File: src/rtl/limn2600_bus_pkg.sv
// Shared types and constants for the Limn2600 bus initiator and its lane mux.
package limn2600_bus_pkg;

  localparam int WORD_W  = 32;
  localparam int LANE_W  = 8;
  // Counter wide enough for any legal TIMEOUT (1..255).
  localparam int TMO_MAX = 255;
  localparam int TMO_CW  = $clog2(TMO_MAX + 1);

  typedef enum logic [1:0] {
    SZ_BYTE = 2'b00,
    SZ_HALF = 2'b01,
    SZ_WORD = 2'b10,
    SZ_RSVD = 2'b11
  } size_e;

  typedef enum logic [1:0] {
    ERR_OK      = 2'b00,
    ERR_ALIGN   = 2'b01,
    ERR_TIMEOUT = 2'b10,
    ERR_SIZE    = 2'b11
  } err_e;

  typedef enum logic [3:0] {
    S_IDLE,
    S_RD_CS,
    S_RD_WAIT,
    S_WR_CS,
    S_WR_WAIT,
    S_RMW_RD_CS,
    S_RMW_RD_WAIT,
    S_RMW_WR_CS,
    S_RMW_WR_WAIT,
    S_RESP
  } init_state_e;

endpackage

File: src/rtl/limn2600_lane_mux.sv
// Little-endian lane extract (zero-extended) and lane insert for byte/half/word.
module limn2600_lane_mux
  import limn2600_bus_pkg::*;
(
  input  size_e              size,
  input  logic [1:0]         lane,
  input  logic [WORD_W-1:0]  word,
  input  logic [WORD_W-1:0]  data,
  output logic [WORD_W-1:0]  rdata,
  output logic [WORD_W-1:0]  merged
);

  logic [4:0]        sh;
  logic [WORD_W-1:0] shifted;
  logic [WORD_W-1:0] mask;

  always_comb begin
    sh      = {lane, 3'b000};
    shifted = word >> sh;
    rdata   = word;
    mask    = '1;
    case (size)
      SZ_BYTE: begin
        rdata = {{(WORD_W-LANE_W){1'b0}}, shifted[LANE_W-1:0]};
        mask  = 32'h0000_00ff << sh;
      end
      SZ_HALF: begin
        rdata = {{(WORD_W-2*LANE_W){1'b0}}, shifted[2*LANE_W-1:0]};
        mask  = 32'h0000_ffff << sh;
      end
      default: ;
    endcase
    merged = (word & ~mask) | ((data << sh) & mask);
  end

endmodule

File: src/rtl/limn2600_bus_initiator.sv
// CPU load/store to Limn2600 chip-select bus initiator; sub-word stores use read-modify-write.
module limn2600_bus_initiator
  import limn2600_bus_pkg::*;
#(
  parameter int DATA_WIDTH = 32,
  parameter int TIMEOUT    = 16
) (
  input  logic                  clk,
  input  logic                  rst,
  input  logic                  req_valid,
  output logic                  req_ready,
  input  logic                  req_we,
  input  logic [1:0]            req_size,
  input  logic [31:0]           req_addr,
  input  logic [DATA_WIDTH-1:0] req_wdata,
  output logic                  resp_valid,
  output logic [DATA_WIDTH-1:0] resp_rdata,
  output logic [1:0]            resp_err,
  output logic                  bus_cs,
  output logic                  bus_we,
  output logic [31:0]           bus_addr,
  output logic [DATA_WIDTH-1:0] bus_wdata,
  input  logic [DATA_WIDTH-1:0] bus_rdata,
  input  logic                  bus_rdy
);

  localparam logic [TMO_CW-1:0] TMO_LIM = TMO_CW'(TIMEOUT);

  init_state_e           state, state_nxt;
  logic [TMO_CW-1:0]     cnt, cnt_nxt, cnt_inc;
  size_e                 r_size;
  logic [1:0]            r_lane;
  logic [DATA_WIDTH-1:0] r_wdata;
  logic                  lat_en;

  logic                  req_ready_d, resp_valid_d, bus_cs_d, bus_we_d;
  logic [DATA_WIDTH-1:0] resp_rdata_d, bus_wdata_d;
  err_e                  resp_err_d;
  logic [31:0]           bus_addr_d;
  logic [DATA_WIDTH-1:0] lane_rdata, lane_merged;
  logic                  misalign;

  limn2600_lane_mux u_lane (
    .size   (r_size),
    .lane   (r_lane),
    .word   (bus_rdata),
    .data   (r_wdata),
    .rdata  (lane_rdata),
    .merged (lane_merged)
  );

  assign misalign = (req_size == SZ_HALF && req_addr[0]) ||
                    (req_size == SZ_WORD && req_addr[1:0] != 2'b00);
  assign cnt_inc  = cnt + 1'b1;

  always_comb begin
    state_nxt    = state;
    cnt_nxt      = cnt;
    lat_en       = 1'b0;
    resp_rdata_d = '0;
    resp_err_d   = ERR_OK;
    bus_addr_d   = bus_addr;
    bus_wdata_d  = bus_wdata;
    case (state)
      S_IDLE: if (req_valid && req_ready) begin
        lat_en      = 1'b1;
        bus_addr_d  = {req_addr[31:2], 2'b00};
        bus_wdata_d = req_wdata;
        if (req_size == SZ_RSVD) begin
          state_nxt  = S_RESP;
          resp_err_d = ERR_SIZE;
        end else if (misalign) begin
          state_nxt  = S_RESP;
          resp_err_d = ERR_ALIGN;
        end else if (!req_we)             state_nxt = S_RD_CS;
        else if (req_size == SZ_WORD)     state_nxt = S_WR_CS;
        else                              state_nxt = S_RMW_RD_CS;
      end
      S_RD_CS:     begin state_nxt = S_RD_WAIT;     cnt_nxt = '0; end
      S_WR_CS:     begin state_nxt = S_WR_WAIT;     cnt_nxt = '0; end
      S_RMW_RD_CS: begin state_nxt = S_RMW_RD_WAIT; cnt_nxt = '0; end
      S_RMW_WR_CS: begin state_nxt = S_RMW_WR_WAIT; cnt_nxt = '0; end
      S_RD_WAIT, S_WR_WAIT, S_RMW_RD_WAIT, S_RMW_WR_WAIT: begin
        // rdy wins over a timeout landing in the same cycle
        if (bus_rdy) begin
          if (state == S_RMW_RD_WAIT) begin
            state_nxt   = S_RMW_WR_CS;
            bus_wdata_d = lane_merged;
          end else begin
            state_nxt = S_RESP;
            if (state == S_RD_WAIT) resp_rdata_d = lane_rdata;
          end
        end else if (cnt_inc == TMO_LIM) begin
          state_nxt  = S_RESP;
          resp_err_d = ERR_TIMEOUT;
        end else begin
          cnt_nxt = cnt_inc;
        end
      end
      S_RESP:  state_nxt = S_IDLE;
      default: state_nxt = S_IDLE;
    endcase
    // Outputs are registered, so they are decoded from the next state.
    req_ready_d  = (state_nxt == S_IDLE);
    resp_valid_d = (state_nxt == S_RESP);
    bus_cs_d     = (state_nxt == S_RD_CS) || (state_nxt == S_WR_CS) ||
                   (state_nxt == S_RMW_RD_CS) || (state_nxt == S_RMW_WR_CS);
    bus_we_d     = (state_nxt == S_WR_CS) || (state_nxt == S_RMW_WR_CS);
  end

  always_ff @(posedge clk) begin
    if (!rst) begin
      state      <= S_IDLE;
      cnt        <= '0;
      r_size     <= SZ_BYTE;
      r_lane     <= '0;
      r_wdata    <= '0;
      req_ready  <= 1'b0;
      resp_valid <= 1'b0;
      resp_rdata <= '0;
      resp_err   <= ERR_OK;
      bus_cs     <= 1'b0;
      bus_we     <= 1'b0;
      bus_addr   <= '0;
      bus_wdata  <= '0;
    end else begin
      state      <= state_nxt;
      cnt        <= cnt_nxt;
      req_ready  <= req_ready_d;
      resp_valid <= resp_valid_d;
      resp_rdata <= resp_rdata_d;
      resp_err   <= resp_err_d;
      bus_cs     <= bus_cs_d;
      bus_we     <= bus_we_d;
      bus_addr   <= bus_addr_d;
      bus_wdata  <= bus_wdata_d;
      if (lat_en) begin
        r_size  <= size_e'(req_size);
        r_lane  <= req_addr[1:0];
        r_wdata <= req_wdata;
      end
    end
  end

endmodule
File: config.mk
export PLATFORM = sky130hd
export DESIGN_NAME = limn2600_bus_initiator
export DESIGN_NICKNAME = d
export VERILOG_FILES = /design/src/rtl/limn2600_bus_pkg.sv /design/src/rtl/limn2600_lane_mux.sv /design/src/rtl/limn2600_bus_initiator.sv
export SDC_FILE = /design/constraint.sdc
export NUM_CORES = 1
export LEC_CHECK = 0
export BUFFER_PORTS_ARGS = -buffer_cell sky130_fd_sc_hd__buf_2
export CAP_MARGIN = 20
export CORE_MARGIN = 1.5
export CORE_UTILIZATION = 45
export CTS_CLUSTER_SIZE = 24
export DETAILED_ROUTE_END_ITERATION = 12
export GPL_TIMING_DRIVEN = 0
export PLACE_DENSITY_LB_ADDON = 0.25
export RECOVER_POWER = 25
export SLEW_MARGIN = 20
export SYNTH_ARGS = -nofsm -noshare
export SYNTH_HDL_FRONTEND = slang
export SYNTH_SLANG_ARGS = --single-unit
File: constraint.sdc
create_clock -name clk -period 1.9 [get_ports clk]
set_input_delay 0.38 -clock clk [delete_from_list [all_inputs] [get_ports clk]]
set_output_delay 0.38 -clock clk [all_outputs]
set_load 0.005 [all_outputs]
==> impl_metrics.tcl, run 1 <==
set metrics [dict create \
    finalMaxSlewViolations 0 \
    die-area_um2 15500 \
    wirelength_mm 23.9 \
    wl_per_cell_um 18.9 \
    antenna_found_initial 1 \
    synth_warnings 0 \
    hold_class "in -> reg" \
    io_pins 205 \
    layout.nets 1172 \
    synth.distinct_cells 47 \
    synth_edf_count 0 \
    setup_viol 2 \
    grt_setup_unrepaired "true" \
    power_w 0.00927 \
    hold_buffers 0 \
    synth-seq-cells 148 \
    clock_latency_ns 0.43 \
    ctsHtreeMaxLevel 4 \
    initial_core_util_pct 45.9 \
    yosys.area.top_type_share_pct 44.5 \
    grt_pass1_vias 6861 \
    synth_ff_type "dfxtp_1" \
    grt_max_degree 17 \
    place_congestion 0.970 \
    final_common_cell "buf_2" \
    cp.required_ns 2.26 \
    min_period_ns 1.92 \
    grt_pass1_wl_mm 37.2 \
    ant_nets 0 \
    violations "setup timing" \
    powerDensity_nw_per_um2 1080 \
    clock.fmax_mhz 521 \
    hpwlAfterDp_mm 17.9 \
    power_leakage_nw 3.60 \
    end_kind "register" \
    status "finished, violations left" \
    worstSetupPathType "reg -> reg" \
    syn_to_final_growth_pct 29.7 \
    final_cells 1266 \
    fp-row-count 44 \
    worst_slack_ns -0.0177 \
    fillCellCount 1364 \
    clock_sinks 148 \
    core-area_um2 14500 \
    dieWidth_um 125 \
    finalHoldViolations 0 \
    ir_worst_vdd_mv 0.656 \
    multiInputGateArea_um2 3420 \
    synthTopCellsByArea "dfxtp_1, nand2_1, a21oi_1" \
    clkSlewWorstSetupHoldPaths_ns 0.06 \
    cts_tree "yes" \
    syn_avg_cell_area_um2 7.88 \
    regArea_um2 2970 \
    drc_errors 0 \
    arrival_ns 2.27 \
    synthCells 844 \
    yosys.area.top_type "dfxtp_1" \
    slew_headroom_pct 56.5 \
    clockBufferDepth 2 \
    overflow 0 \
    cp_max_fo 10 \
    netlist_area_um2 6650 \
    cts-root-buf "clkbuf_16" \
    fin_crit_sh_pct 101 \
    firstDrtPassIters 5 \
    seq_area_frac_synth_pct 44.5 \
    cap_violations 0 \
    finClkSkew_ns 0.0101 \
    drt_iter0_drc 568 \
    async_reset_ff_share_pct 0 \
    dp_cells 1231 \
    grt.total_usage_pct 30.5 \
    mostFrequentLayoutCells "buf_2, nand2_1, dfxtp_1, a21oi_1, clkbuf_1" \
    cts_inserted_buffers 17 \
    vias_per_cell 5.69 \
    start_kind "register" \
    drive_gt1_share_pct 27.2 \
    die_y_um 125 \
    worst_pin_slew_ns 0.636 \
    port_buffers 202 \
    num_vias 7207 \
]
state kept, by name (all words and copies together) (netlist names):
name	count
bus_we	1
resp_err	2
req_ready	1
r_size	2
resp_valid	1
state	4
bus_addr	30
bus_wdata	32
resp_rdata	32
r_wdata	32
r_lane	2
bus_cs	1
cnt	8
final cells by class:
type | instances | area share [%]
plain buffers | 73 | 4.18
clock inverters | 11 | 0.899
flip-flops and latches | 148 | 34.4
diodes | 1 | 0.0290
well taps | 184 | 2.67
repair buffers | 207 | 11.8
inverters | 19 | 0.827
multi-input cells | 602 | 39.7
clock buffers | 21 | 5.45
Yosys cell counts (all sizes together) (2+ instances only):
| master | count |
|---|---|
| o221a | 6 |
| and4 | 2 |
| a211o | 7 |
| a21oi | 111 |
| dfxtp | 148 |
| and3 | 24 |
| mux2i | 17 |
| or3 | 5 |
| or2 | 2 |
| nor3 | 13 |
| a31oi | 16 |
| nand2b | 4 |
| inv | 19 |
| nor2b | 15 |
| nand4 | 2 |
| nand3 | 24 |
| nor4 | 3 |
| a22o | 6 |
| buf | 24 |
| o211ai | 43 |
| clkbuf | 52 |
| o31a | 2 |
| and2 | 4 |
| a32oi | 4 |
| o311ai | 10 |
| nor2 | 20 |
| o21ai | 46 |
| nand2 | 184 |
| a221oi | 7 |
| a211oi | 13 |
power breakdown:
group,internal [W],switching [W],leakage [nW]
combinational,0.000888,0.00159,2.13
sequential,0.00343,0.000247,1.20
clock,0.00177,0.00134,0.266
total,0.00609,0.00318,3.60
metal layers:
layer	routed length (µm)	GRT usage, %	share of wire, %	up-vias
met5	0	0	0	-
met2	10500	47.3	44	400
met1	9980	38.3	42	3279
li1	-	-	-	3458
met4	841	13.9	3.5	0
met3	2610	10.1	11	70
worst max-delay path, stage by stage, from the launching register on:
cell and delay, ns:
dfxtp_2 0.37, buf_2 0.20, nor2_2 0.37, buf_2 0.29
nand2_1 0.07, o311ai_0 0.15, o211ai_1 0.21, a21oi_1 0.18
path summary, 6_finish.rpt:
check,start,end,slack [ns],cells past startpoint
worst max-delay path,r_lane[1]$_SDFFE_PN0P_,bus_wdata[0]$_SDFFE_PN0P_,-0.02,7
worst min-delay path,req_addr[19],bus_addr[19]$_SDFFE_PN0P_,0.18,3
worst max register to register,r_lane[1]$_SDFFE_PN0P_,bus_wdata[0]$_SDFFE_PN0P_,-0.02,7
worst min register to register,bus_addr[29]$_SDFFE_PN0P_,bus_addr[29]$_SDFFE_PN0P_,0.45,2
logic make-up (layout without fill, tap and decap cells):
group	after synthesis	after routing	share of synthesized area (%)
xor+xnor	1	1	0.132
compound gates	276	276	26.1
mux	17	17	2.56
fa+ha+maj	1	1	0.188
other cells	1	3	0.0564
flops	148	148	44.5
buf+inv	95	331	5.85
simple gates	305	305	20.5
metrics by stage:
stage	setup TNS [ns]	utilization, %	setup WS (ns)	cell area [µm²]	hold slack (ns)
2_1_floorplan	0	-	0.245	6660	0.432
3_3_place_gp	-18.44	54.5	-0.319	7900	0.438
6_report	-0.0186	59.6	-0.0177	8620	0.181
3_5_place_dp	-18.56	54.5	-0.306	7900	0.442
4_1_cts	-0.0147	58.9	-0.0147	8530	0.172
5_1_grt	-0.258	59.5	-0.0775	8620	0.178
timing repair:
action                     4_1_cts  5_1_grt
setup endpoints to repair      101      103
buffers inserted                 3        2
pin swaps                        2        3
gates resized for setup         28       46
Power figures use the tool's default switching activity.
==> run 2, diff against run 1 <==
--- a/config.mk
+++ b/config.mk
@@ -5,9 +5,10 @@
 export SDC_FILE = /design/constraint.sdc
 export NUM_CORES = 1
 export LEC_CHECK = 0
+export ABC_AREA = 1
 export BUFFER_PORTS_ARGS = -buffer_cell sky130_fd_sc_hd__buf_2
 export CAP_MARGIN = 20
-export CORE_MARGIN = 1.5
+export CORE_MARGIN = 4
 export CORE_UTILIZATION = 45
 export CTS_CLUSTER_SIZE = 24
 export DETAILED_ROUTE_END_ITERATION = 12
==> run 2 against run 1 <==
The flow now finishes without violations. Sequential power is 13% higher. First-iteration DRC count is 15% higher. Clock power is 12% higher. Maximum frequency is 3.4% higher. Highest routed layer unchanged.
==> impl_metrics.tcl, run 2 <==
set metrics [dict create \
    status "finished, final reports clean" \
    port_buffers 201 \
    worstSetupPathType "reg -> reg" \
    dieWidth_um 129 \
    overflow 0 \
    layout.nets 1255 \
    ys_top_cells_by_count "dfxtp_1, o21ai_0, nor2_1, nand2_1, a21oi_1" \
    synth-seq-cells 148 \
    seq_area_frac_synth_pct 44.8 \
    hpwlAfterDp_mm 17.5 \
    hold_buffers 0 \
    clkSlewWorstSetupHoldPaths_ns 0.06 \
    mostFrequentLayoutCells "buf_2, dfxtp_1, o21ai_0, nor2_1, nand2_1" \
    yosys.area.top_type "dfxtp_1" \
    clockBufferDepth 2 \
    setup_viol 0 \
    antenna_found_initial 0 \
    power_leakage_nw 3.89 \
    grt_max_degree 17 \
    io_pins 205 \
    drc_errors 0 \
    place_congestion 0.960 \
    cap_violations 0 \
    core-area_um2 14500 \
    syn_avg_cell_area_um2 7.13 \
    netlist_area_um2 6610 \
    drive_gt1_share_pct 25.3 \
    hold_class "in -> reg" \
    finClkSkew_ns 0.0124 \
    finalMaxSlewViolations 0 \
    cp_max_fo 10 \
    die_y_um 129 \
    grt_pass1_vias 6813 \
    syn_to_final_growth_pct 29.5 \
    synth_warnings 0 \
    ctsHtreeMaxLevel 4 \
    wl_per_cell_um 17.3 \
    grt_pass1_wl_mm 35.6 \
    grt_setup_unrepaired "true" \
    antennaDiodeCount 0 \
    min_period_ns 1.85 \
    wirelength_mm 23.3 \
    fillCellCount 1409 \
    synth.distinct_cells 38 \
    ant_nets 0 \
    power_w 0.0121 \
    synth_edf_count 0 \
    worst_pin_slew_ns 0.563 \
    vias_per_cell 5.44 \
    final.setup.tns_ns 0 \
    arrival_ns 2.22 \
    powerDensity_nw_per_um2 1410 \
    fin_crit_sh_pct 97.6 \
    clock.fmax_mhz 539 \
    cp.required_ns 2.26 \
    reg.largest.list "bus_wdata x32, r_wdata x32, resp_rdata x32" \
    final_common_cell "buf_2" \
    clock_latency_ns 0.44 \
    hold_depth 3 \
    synthTopCellsByArea "dfxtp_1, o21ai_0, a21oi_1" \
    yosys.area.top_type_share_pct 44.8 \
    whs_ns 0.170 \
    firstDrtPassIters 5 \
    end_kind "register" \
    initial_core_util_pct 45.7 \
    cts-root-buf "clkbuf_16" \
    start_kind "register" \
    finalHoldViolations 0 \
    drt_iter0_drc 656 \
    die-area_um2 16700 \
    slew_headroom_pct 62.5 \
    synthCells 927 \
    async_reset_ff_share_pct 0 \
    synth_ff_type "dfxtp_1" \
    cts_inserted_buffers 17 \
    cts_tree "yes" \
    ir_worst_vdd_mv 0.817 \
    clock_sinks 148 \
    num_vias 7331 \
    fp-row-count 44 \
    grt.total_usage_pct 27.4 \
    reg2reg_depth 8 \
    yosysMostFrequentCell "dfxtp_1" \
]
-- run 2: cell count changes after synthesis, sizes merged, moves of 15 or more --
cell	before	now
inv	19	100
nor2b	15	0
clkbuf	52	30
o211ai	43	8
nor2	20	132
and3	24	0
mux2i	17	0
nand2	184	119
o21ai	46	167
o22ai	0	28
-- run 2: area by class of cell --
class	count	area, µm²	share of cell area [%]
clock buffers	18	439	5.13
repair buffers	205	997	11.6
multi-input cells	619	3070	35.8
well taps	184	230	2.69
flip-flops and latches	148	2980	34.8
clock inverters	14	176	2.06
plain buffers	59	298	3.48
inverters	101	379	4.43
-- run 2: repair_timing --
action,CTS,global route
gates resized for setup,5,47
setup buffers,3,1
pin swaps,3,5
setup endpoints to repair,50,62
-- run 2: final timing paths --
path,startpoint,to,slack (ns)
setup reg to reg,r_lane[0]$_SDFFE_PN0P_,bus_wdata[26]$_SDFFE_PN0P_,0.05
hold / removal,req_addr[4],bus_addr[4]$_SDFFE_PN0P_,0.17
hold reg to reg,r_wdata[27]$_SDFFE_PN0P_,r_wdata[27]$_SDFFE_PN0P_,0.47
setup / recovery,r_lane[0]$_SDFFE_PN0P_,bus_wdata[26]$_SDFFE_PN0P_,0.05
-- run 2: logic make-up (layout without fill, tap and decap cells) --
kind of cell / Yosys count / in the layout / synth area share, %
compound gates: 335 / 335 / 27.3
fa+ha+maj: 1 / 1 / 0.189
other cells: 1 / 2 / 0.0567
buf+inv: 161 / 397 / 9.86
xor+xnor: 1 / 1 / 0.132
flops: 148 / 148 / 44.8
simple gates: 280 / 280 / 17.7
-- run 2: critical path: stages (launching register included) --
cell and delay (ns):
dfxtp_1 0.30, clkbuf_4 0.19, clkbuf_1 0.40, o21ai_0 0.29, nor2_1 0.15, o21ai_1 0.08
o21ai_0 0.12, nand2_1 0.13, a21oi_1 0.14
-- run 2: through the flow --
stage	instances	utilization, %	worst slack (ns)	instance area, µm²
final	1348	59.2	0.0453	8570
after floorplan	928	-	0.242	6620
after global placement	1313	54.2	-0.104	7850
after global routing	1348	59.2	-0.0349	8570
after CTS	1348	58.7	0.0132	8500
after detailed placement	1313	54.2	-0.137	7850
-- run 2: per-layer routing --
metal	global-route usage, %	up-vias	wire, µm
li1	-	3532	-
met1	37.6	3393	9950
met4	11.0	0	719
met5	0	-	0
met3	5.61	55	2140
met2	42.3	351	10500
-- run 2: where the power goes --
group          leakage, nW  switching, W  internal [W]  total (W)
sequential            1.21      0.000358       0.00379    0.00415
clock                0.297       0.00139       0.00211    0.00350
combinational         2.38       0.00294       0.00147    0.00441
total                 3.89       0.00469       0.00737     0.0121
